==> config.mk <==
export PLATFORM = sky130hd
export DESIGN_NAME = fetch_decode_queue
export DESIGN_NICKNAME = d
export VERILOG_FILES = /design/src/rtl/multicore_pkg.sv /design/src/rtl/fdq_storage.sv /design/src/rtl/fetch_decode_queue.sv
export SDC_FILE = /design/constraint.sdc
export NUM_CORES = 1
export LEC_CHECK = 0
export ABC_AREA = 1
export CORE_ASPECT_RATIO = 1.1
export CORE_UTILIZATION = 58
export CTS_BUF_LIST = sky130_fd_sc_hd__clkbuf_8 sky130_fd_sc_hd__clkbuf_16
export DETAILED_ROUTE_END_ITERATION = 12
export DONT_BUFFER_PORTS = 1
export GPL_TIMING_DRIVEN = 1
export PLACE_DENSITY_LB_ADDON = 0.1
export RECOVER_POWER = 100
export SLEW_MARGIN = 5
export SYNTH_ARGS = -nofsm -noshare
export SYNTH_HDL_FRONTEND = slang
export SYNTH_HIERARCHICAL = 1
export SYNTH_SLANG_ARGS = --single-unit
export TNS_END_PERCENT = 30
==> constraint.sdc <==
create_clock -name i_aclk -period 1.6 [get_ports i_aclk]
set_input_delay 0.32 -clock i_aclk [delete_from_list [all_inputs] [get_ports i_aclk]]
set_output_delay 0.32 -clock i_aclk [all_outputs]
set_load 0.1 [all_outputs]
==> src/rtl/multicore_pkg.sv <==
// Shared types for the core pipeline: instruction width and the fetch packet
// carried from instr_fetch through the fetch/decode queue.
package multicore_pkg;

  localparam int INST_SIZE     = 32;
  localparam int PKT_ADDR_SIZE = 32;

  typedef struct packed {
    logic [INST_SIZE-1:0]     instruction;
    logic [PKT_ADDR_SIZE-1:0] pc;
    logic [PKT_ADDR_SIZE-1:0] pcplus4;
  } fetch_packet_t;

endpackage : multicore_pkg

==> src/rtl/fdq_storage.sv <==
// Register array backing the fetch/decode queue: one synchronous write port,
// one asynchronous read port, every entry cleared on reset.
module fdq_storage
  import multicore_pkg::*;
#(
  parameter int DEPTH = 4,
  parameter int AW    = $clog2(DEPTH)
) (
  input  logic          i_aclk,
  input  logic          i_areset_n,
  input  logic          i_we,
  input  logic [AW-1:0] i_waddr,
  input  fetch_packet_t i_wdata,
  input  logic [AW-1:0] i_raddr,
  output fetch_packet_t o_rdata
);

  fetch_packet_t r_mem [DEPTH];

  // NOTE: the array is reset so the head outputs read zero out of reset; this
  // forces flops instead of a RAM macro, which is acceptable at this depth.
  always_ff @(posedge i_aclk or negedge i_areset_n) begin
    if (!i_areset_n) begin
      for (int i = 0; i < DEPTH; i++) begin
        r_mem[i] <= '0;
      end
    end else if (i_we) begin
      // NOTE: non-blocking so every flop samples pre-edge values regardless of
      // block ordering; blocking here would create simulation races.
      r_mem[i_waddr] <= i_wdata;
    end
  end

  assign o_rdata = r_mem[i_raddr];

endmodule : fdq_storage

==> src/rtl/fetch_decode_queue.sv <==
// Elastic buffer between instruction fetch and decode. Fetch is backpressured
// through o_fetch_en; a taken branch/jump (i_flush) discards all entries.
module fetch_decode_queue
  import multicore_pkg::*;
#(
  parameter int ADDR_SIZE = 32,
  parameter int DEPTH     = 4
) (
  input  logic                         i_aclk,
  input  logic                         i_areset_n,
  input  logic                         i_instr_valid,
  input  logic [INST_SIZE-1:0]         i_instruction,
  input  logic [ADDR_SIZE-1:0]         i_pc,
  input  logic [ADDR_SIZE-1:0]         i_pcplus4,
  output logic                         o_fetch_en,
  input  logic                         i_decode_ready,
  input  logic                         i_flush,
  output logic                         o_instr_valid,
  output logic [INST_SIZE-1:0]         o_instruction,
  output logic [ADDR_SIZE-1:0]         o_pc,
  output logic [ADDR_SIZE-1:0]         o_pcplus4,
  output logic [$clog2(DEPTH+1)-1:0]   o_count
);

  localparam int AW = $clog2(DEPTH);
  localparam int CW = $clog2(DEPTH+1);

  logic [AW-1:0] r_rd_ptr;
  logic [AW-1:0] r_wr_ptr;
  logic [CW-1:0] r_count;

  logic          w_full;
  logic          w_push;
  logic          w_pop;
  fetch_packet_t w_wdata;
  fetch_packet_t w_rdata;

  // Ready depends only on registered occupancy and flush, never on decode
  // readiness, so no combinational path runs from decode back into fetch.
  assign w_full        = (r_count == CW'(DEPTH));
  assign o_fetch_en    = ~w_full | i_flush;
  assign o_instr_valid = (r_count != '0);

  assign w_push = i_instr_valid & o_fetch_en & ~i_flush;
  assign w_pop  = o_instr_valid & i_decode_ready & ~i_flush;

  assign w_wdata.instruction = i_instruction;
  assign w_wdata.pc          = i_pc;
  assign w_wdata.pcplus4     = i_pcplus4;

  fdq_storage #(
    .DEPTH (DEPTH),
    .AW    (AW)
  ) u_storage (
    .i_aclk     (i_aclk),
    .i_areset_n (i_areset_n),
    .i_we       (w_push),
    .i_waddr    (r_wr_ptr),
    .i_wdata    (w_wdata),
    .i_raddr    (r_rd_ptr),
    .o_rdata    (w_rdata)
  );

  // Pointers wrap naturally since DEPTH is a power of two; the separate count
  // keeps full and empty distinguishable.
  always_ff @(posedge i_aclk or negedge i_areset_n) begin
    if (!i_areset_n) begin
      r_rd_ptr <= '0;
      r_wr_ptr <= '0;
      r_count  <= '0;
    end else if (i_flush) begin
      r_rd_ptr <= '0;
      r_wr_ptr <= '0;
      r_count  <= '0;
    end else begin
      if (w_push) r_wr_ptr <= r_wr_ptr + AW'(1);
      if (w_pop)  r_rd_ptr <= r_rd_ptr + AW'(1);
      case ({w_push, w_pop})
        2'b10:   r_count <= r_count + CW'(1);
        2'b01:   r_count <= r_count - CW'(1);
        default: r_count <= r_count;
      endcase
    end
  end

  assign o_instruction = w_rdata.instruction;
  assign o_pc          = w_rdata.pc;
  assign o_pcplus4     = w_rdata.pcplus4;
  assign o_count       = r_count;

endmodule : fetch_decode_queue

Word level (Yosys, flattened, before mapping) --
Cells that the tools add are included. Widths: inputs -> output; s select.
Word-level totals: flip-flop bits (word level) 391, input port bits 101, output and inout port bits 101, word-level logic and storage cells 51
Cells by class: add/sub/neg operators 4, order comparisons 3, equality and inequality tests 3, muxes and demuxes 12, bitwise operators 9, reductions and logical operators 5
Operator list (number):
- $bwmux 384 | 1
- $mux 96 | 3
- $bmux 96 s2 | 1
- $demux 96 s2 | 1
- $mux 2 | 4
- $ge 3x3->1 const B | 2
- $not 2->3 | 2
- $pmux 3 s2 | 1
- $reduce_bool 3->1 | 2
- $add 2x1->2 const B | 2
- $and 1x1->1 | 4
- $reduce_bool 2->1 | 2
- $add 3x1->3 const B | 1
- $eq 3x3->1 const B | 1
- $lt 3x1->1 const B | 1
- $mux 3 | 1
- $sub 3x1->3 const B | 1
- $eq 2x1->1 const B | 1
- $eq 2x2->1 const B | 1
- $not 1->1 | 2
- $logic_and 1x1->1 | 1
- $or 1x1->1 | 1

Longest topological paths before layout --
depth after elaboration 8, depth in mapped cells 14

Modules after synthesis --
The synthesis kept the hierarchy.
Modules (own cells, without submodules):
- fdq_storage | times used 1, cells an instance 2800, area an instance 19871.6 µm², sequential area each 9609.2 µm²
- fetch_decode_queue | times used 1, cells an instance 54, area an instance 415.4 µm², sequential area each 175.2 µm²

Worst setup path after synthesis --
OpenSTA, ideal clock, no wires.
path type register -> register, start point register r_count[0] (netlist: o_count[0]), end point register r_count[2] (netlist: o_count[2]), arrival 2675 ps, data required time 1480 ps, setup slack -1195 ps, cell stages (with the launch flop) 13, period minus slack after synthesis 2795 ps, cell sequence dfrtp_1 -> nor2_1 -> nand2_2 -> nand2_4 -> nand3_1 -> inv_1 -> fa_1 -> xnor2_1 -> inv_1 -> nand2_1 -> nand2_1 -> nand3_1 -> nand2_1
On the way: cells in the longest elaborated chain, start to end 8, elaborated cells between the ends (all ways) 15
RTL lines:
- start, declared | line fetch_decode_queue.sv:30 | logic [CW-1:0] r_count;
- start signal, assigned | line fetch_decode_queue.sv:79 | 2'b10: r_count <= r_count + CW'(1);
- start signal, assigned | line fetch_decode_queue.sv:80 | 2'b01: r_count <= r_count - CW'(1);
- start signal, assigned | line fetch_decode_queue.sv:81 | default: r_count <= r_count;
- $eq 3x3->1 * | line fetch_decode_queue.sv:40 | assign w_full = (r_count == CW'(DEPTH));
- $not 1->1 * | line fetch_decode_queue.sv:41 | assign o_fetch_en = ~w_full | i_flush;
- $or 1x1->1 * | line fetch_decode_queue.sv:41
- named net o_fetch_en | line fetch_decode_queue.sv:15 | output logic o_fetch_en,
- $and 1x1->1 * (2 in a row) | line fetch_decode_queue.sv:44 | assign w_push = i_instr_valid & o_fetch_en & ~i_flush;
- $eq 2x1->1 / $eq 2x2->1 (equally long branches) | line fetch_decode_queue.sv:78 | case ({w_push, w_pop})
- $pmux 3 s2 | line fetch_decode_queue.sv:78
- $mux 3 | line fetch_decode_queue.sv:71 | end else if (i_flush) begin
Mark *: on every way through the listed nets, which the timed path passes. The rest lies on a longest branch. A chain may end at the register's enable or synchronous reset.

Worst setup path in the final report --
start point register r_rd_ptr[0], end point output port o_pcplus4[25]
On the way: cells in the longest elaborated chain, start to end 4
RTL lines:
- start, declared | line fetch_decode_queue.sv:28 | logic [AW-1:0] r_rd_ptr;
- start signal, assigned | line fetch_decode_queue.sv:77 | if (w_pop) r_rd_ptr <= r_rd_ptr + AW'(1);
- $not 2->3 (implied by the code) | line fdq_storage.sv:34 | assign o_rdata = r_mem[i_raddr];
- $bmux 96 s2 | line fdq_storage.sv:34
- $mux 96 (implied by the code) (2 in a row) | line fdq_storage.sv:34
- end, declared | line fetch_decode_queue.sv:21 | output logic [ADDR_SIZE-1:0] o_pcplus4,
Every way passes these cells. The select of a mux whose other input is x is not followed.

==> impl_summary.log <==
[metrics] status: complete, but fails checks
[metrics] violated checks: negative hold slack, negative setup slack
[metrics] overall die width: around 180 um
[metrics] multi-input logic area: 8350 um^2
[metrics] highest-count cells in the layout ignoring fill and taps: nand2_1 (1052), inv_1 (491), dfrtp_1 (384)
[metrics] nets: 3097
[metrics] maximum fanout along the worst path: 11
[metrics] distinct cell type count of the synthesized netlist: 24
[metrics] longest individual stage delay on the worst path: 0.50 ns
[metrics] number of vias per cell: approximately 5.6
[metrics] Yosys Warn Count: 6
[metrics] pins over their slew limit: 0
[metrics] final setup skew: roughly 0.018 ns
[metrics] die area: around 36000 um^2
[metrics] sequential area share after synthesis: approximately half
[metrics] top flip-flop cell by instance count after synthesis: dfrtp_1
[metrics] fin area: 26600 um^2
[metrics] vias in the first global route: approximately 20000
[metrics] post-synthesis async set-or-reset flop share: between 90% and 100%
[metrics] Register Area: 9810 um^2
[metrics] number of antenna violations at the first check in global routing: 4
[metrics] maximum achievable frequency: 426 MHz
[metrics] min cycle time layout: 2.35 ns
[metrics] switching fraction of total power: between 40% and 50%
[metrics] reg-to-reg setup timing slack: -0.36 ns
[metrics] Total Routing Usage GR: 34.6%
[metrics] final hold violations: 391
[metrics] standard cell area after detailed placement: 23100 um^2
[metrics] Worst setup startpoint: r_rd_ptr[0]$_DFFE_PN0P_
[metrics] H-tree levels: 2
[metrics] Gate Count Post-Synth: 2854
[metrics] Avg WL per Cell: 17.9 um
[metrics] number of endpoints failing setup at the final stage: 487
[metrics] HP Class: in -> async
[metrics] Worst path most repeated cell: buf_12
[metrics] number of DRC violations after detailed routing: 0
[metrics] clock buffer count from CTS: 42
[metrics] internal power of the cells: around 27 mW
[metrics] CP Capture Type: output pin
[metrics] Total Routed Length: ~62 mm
[metrics] Leak: 14.4 nW
[metrics] core area: about 34000 um^2
[metrics] Worst Hold Margin: -0.524 ns
[metrics] growth of design area from synthesis to finish: 31.2%
[metrics] count of cells along the worst register-to-register path: 11
[metrics] share of final-layout standard cells stronger than drive strength 1: between 15 and 20%
[metrics] most common library cell in the layout ignoring fill and taps: nand2_1
[metrics] standard-cell rows: 71
[metrics] CTS tree: done
[metrics] antenna violation net count after detailed routing: 0
[metrics] setup slack at placement: -0.235 ns
[metrics] number of nets in the synthesized netlist: 2956
[metrics] sequential group share of total power: 28.6%
[metrics] FF+latch count, synth: 391
[metrics] Detailed Place HPWL: approximately 33 mm
[metrics] residual overflow from global routing: 0
[metrics] clk_lat worst skew: roughly 0.55 ns
[metrics] clock transition at the registers of the reported paths: 0.06 ns
[metrics] via count: between 15000 and 20000
[metrics] first-pass GRT wire length: about 100 mm
[metrics] share of the clock period used by the worst path: 147%
[metrics] Final Wtd Congestion: 0.796
[metrics] count of hold-fix buffers inserted at cts: 97
[metrics] Logic pwr share: 50.9%
[metrics] starting density of the core: ~60%
[metrics] Data arrival, critical path: 2.03 ns
[metrics] worst vdd ir: 1.72 mV
[metrics] number of enable flip-flop cells after synthesis: 0
[metrics] post-synthesis area per instance: 7.11 um^2
[metrics] cell with the biggest individual delay on the critical path: dfrtp_4
[metrics] number of max-cap violations: 0
[metrics] worst-case clock buffer depth: 3
[metrics] reg-to-reg endpoint: u_storage/r_mem[334]$_DFFE_PN0P_
[metrics] number of buffer and inverter stages on the critical path: 4
[metrics] number of top-level design ports: approximately 200
[metrics] relative slew slack: between 20 and 25%
[metrics] reg2reg start: o_count[0]$_DFFE_PN0P_
[metrics] final-layout fill cell count: between 2000 and 2500
[metrics] type of origin of the critical path: flop
[metrics] Iter 0 DRT Violations: 2022
[metrics] CP Depth: 7
[metrics] cell class contributing the biggest share of worst-path delay: buffers and inverters
[metrics] endpoint required time on the critical path: around 1.3 ns
[metrics] count of input and output buffers: 0
[metrics] unrepaired setup endpoints after global routing: true
[metrics] summed instance area of the synthesized netlist: 20300 um^2
[metrics] Clock Sink Count: 391
[metrics] Critical Path End: o_pcplus4[25]
[metrics] router iterations before antenna repair: 5
[metrics] Crit Path Category: reg -> out
[metrics] slew at the pin with the worst max-slew slack: 1.17 ns
[metrics] maximum number of pins on one net before global-route repair: 392
[metrics] power per unit of standard cell area: roughly 1900 nW/um^2
[metrics] slack of the critical path: -0.746 ns
[metrics] cell chain of the critical path: buf_12 > buf_12 > buf_16 > nand2_1 > nand3_2 > nand2_2 > buf_12
[metrics] power share of the clock group: 20.5%
[metrics] die height: just under 200 um
[metrics] cell at the root of the clock tree: clkbuf_16
[metrics] switching power total: ~22 mW
power by group through the flow:
stage	logic (mW)	clock network, mW	registers (mW)
floorplan	15.3	0	14.0
global placement	22.4	0	14.1
detailed placement	22.7	0	14.2
CTS	24.4	10.2	14.0
global route	26.5	10.7	14.4
finish	25.1	10.1	14.1
area by class of cell:
class / instances / area share, %
Timing Repair Buffer: 295 / 17.1
Antenna cell: 4 / 0.0376
Multi-Input combinational cell: 1772 / 31.3
Clock inverter: 24 / 0.916
Inverter: 492 / 7.10
Sequential cell: 391 / 36.8
Timing Repair inverter: 1 / 0.0611
Clock buffer: 50 / 4.49
Tap cell: 438 / 2.06
sequential cells by signal, indices dropped and copies added (netlist names):
signal	flops
r_rd_ptr	2
r_wr_ptr	2
o_count	3
u_storage/r_mem	384
how the worst min path moves through the flow:
stage / from / end / slack [ns] / cells past startpoint
2_1_floorplan: i_areset_n / r_rd_ptr[0]$_DFFE_PN0P_ / 0.02 / 0
3_3_place_gp: i_areset_n / u_storage/r_mem[272]$_DFFE_PN0P_ / 0.04 / 0
3_5_place_dp: i_areset_n / u_storage/r_mem[80]$_DFFE_PN0P_ / 0.04 / 0
4_1_cts: i_areset_n / u_storage/r_mem[80]$_DFFE_PN0P_ / -0.54 / 0
5_1_grt: i_areset_n / u_storage/r_mem[80]$_DFFE_PN0P_ / -0.55 / 0
6_report: i_areset_n / u_storage/r_mem[80]$_DFFE_PN0P_ / -0.52 / 0
metal layers:
metal	share of wire, %	vias up	GRT usage (%)
met5	0.029	-	0
met4	3.4	2	15.6
met3	8.4	176	5.61
met2	49	985	59.0
met1	39	9365	43.6
li1	-	9057	-
cell usage after synthesis (3+ instances only):
| library cell | instances | area, um^2 |
|---|---|---|
| nor2_2 | 3 | 18.8 |
| buf_6 | 4 | 45.0 |
| inv_1 | 487 | 1830 |
| buf_1 | 23 | 86.3 |
| nand2_2 | 4 | 25.0 |
| dfrtp_1 | 391 | 9780 |
| nand4_1 | 192 | 1200 |
| buf_2 | 101 | 505 |
| nand2_1 | 1166 | 4380 |
| buf_4 | 14 | 105 |
| clkbuf_1 | 57 | 214 |
| inv_2 | 5 | 18.8 |
| nand3_1 | 294 | 1470 |
| o21ai_1 | 97 | 485 |
| nor2_1 | 5 | 18.8 |
per-stage QoR:
step | TNS [ns] | total power [mW] | instances | util (%)
after CTS | -104.11 | 48.7 | 3460 | 76.5
final | -166.92 | 49.4 | 3467 | 77.6
after global placement | -56.76 | 36.5 | 3272 | 67.2
after global routing | -206.66 | 51.6 | 3466 | 77.6
after floorplan | -200.87 | 29.2 | 2854 | -
after detailed placement | -73.61 | 36.9 | 3272 | 67.2
logic make-up after synthesis:
logic type / count (synthesis) / share of synthesized area [%]
AND/OR/NAND/NOR: 1669 / 35.3
buffers and inverters: 691 / 13.8
flip-flops: 391 / 48.2
AO/OA/AOI/OAI: 101 / 2.52
XOR/XNOR: 1 / 0.0432
adder cells (fa/ha/maj): 1 / 0.0987
what timing repair did:
item | CTS | global route
endpoints found under the hold margin | 779 | 391
setup endpoints to repair | 487 | 487
cloned | 11 | 3
gates resized for setup | 134 | 74
buffers inserted | 6 | 0
pin swaps | 31 | 22
Note: power is estimated with default switching activity, not from simulation.
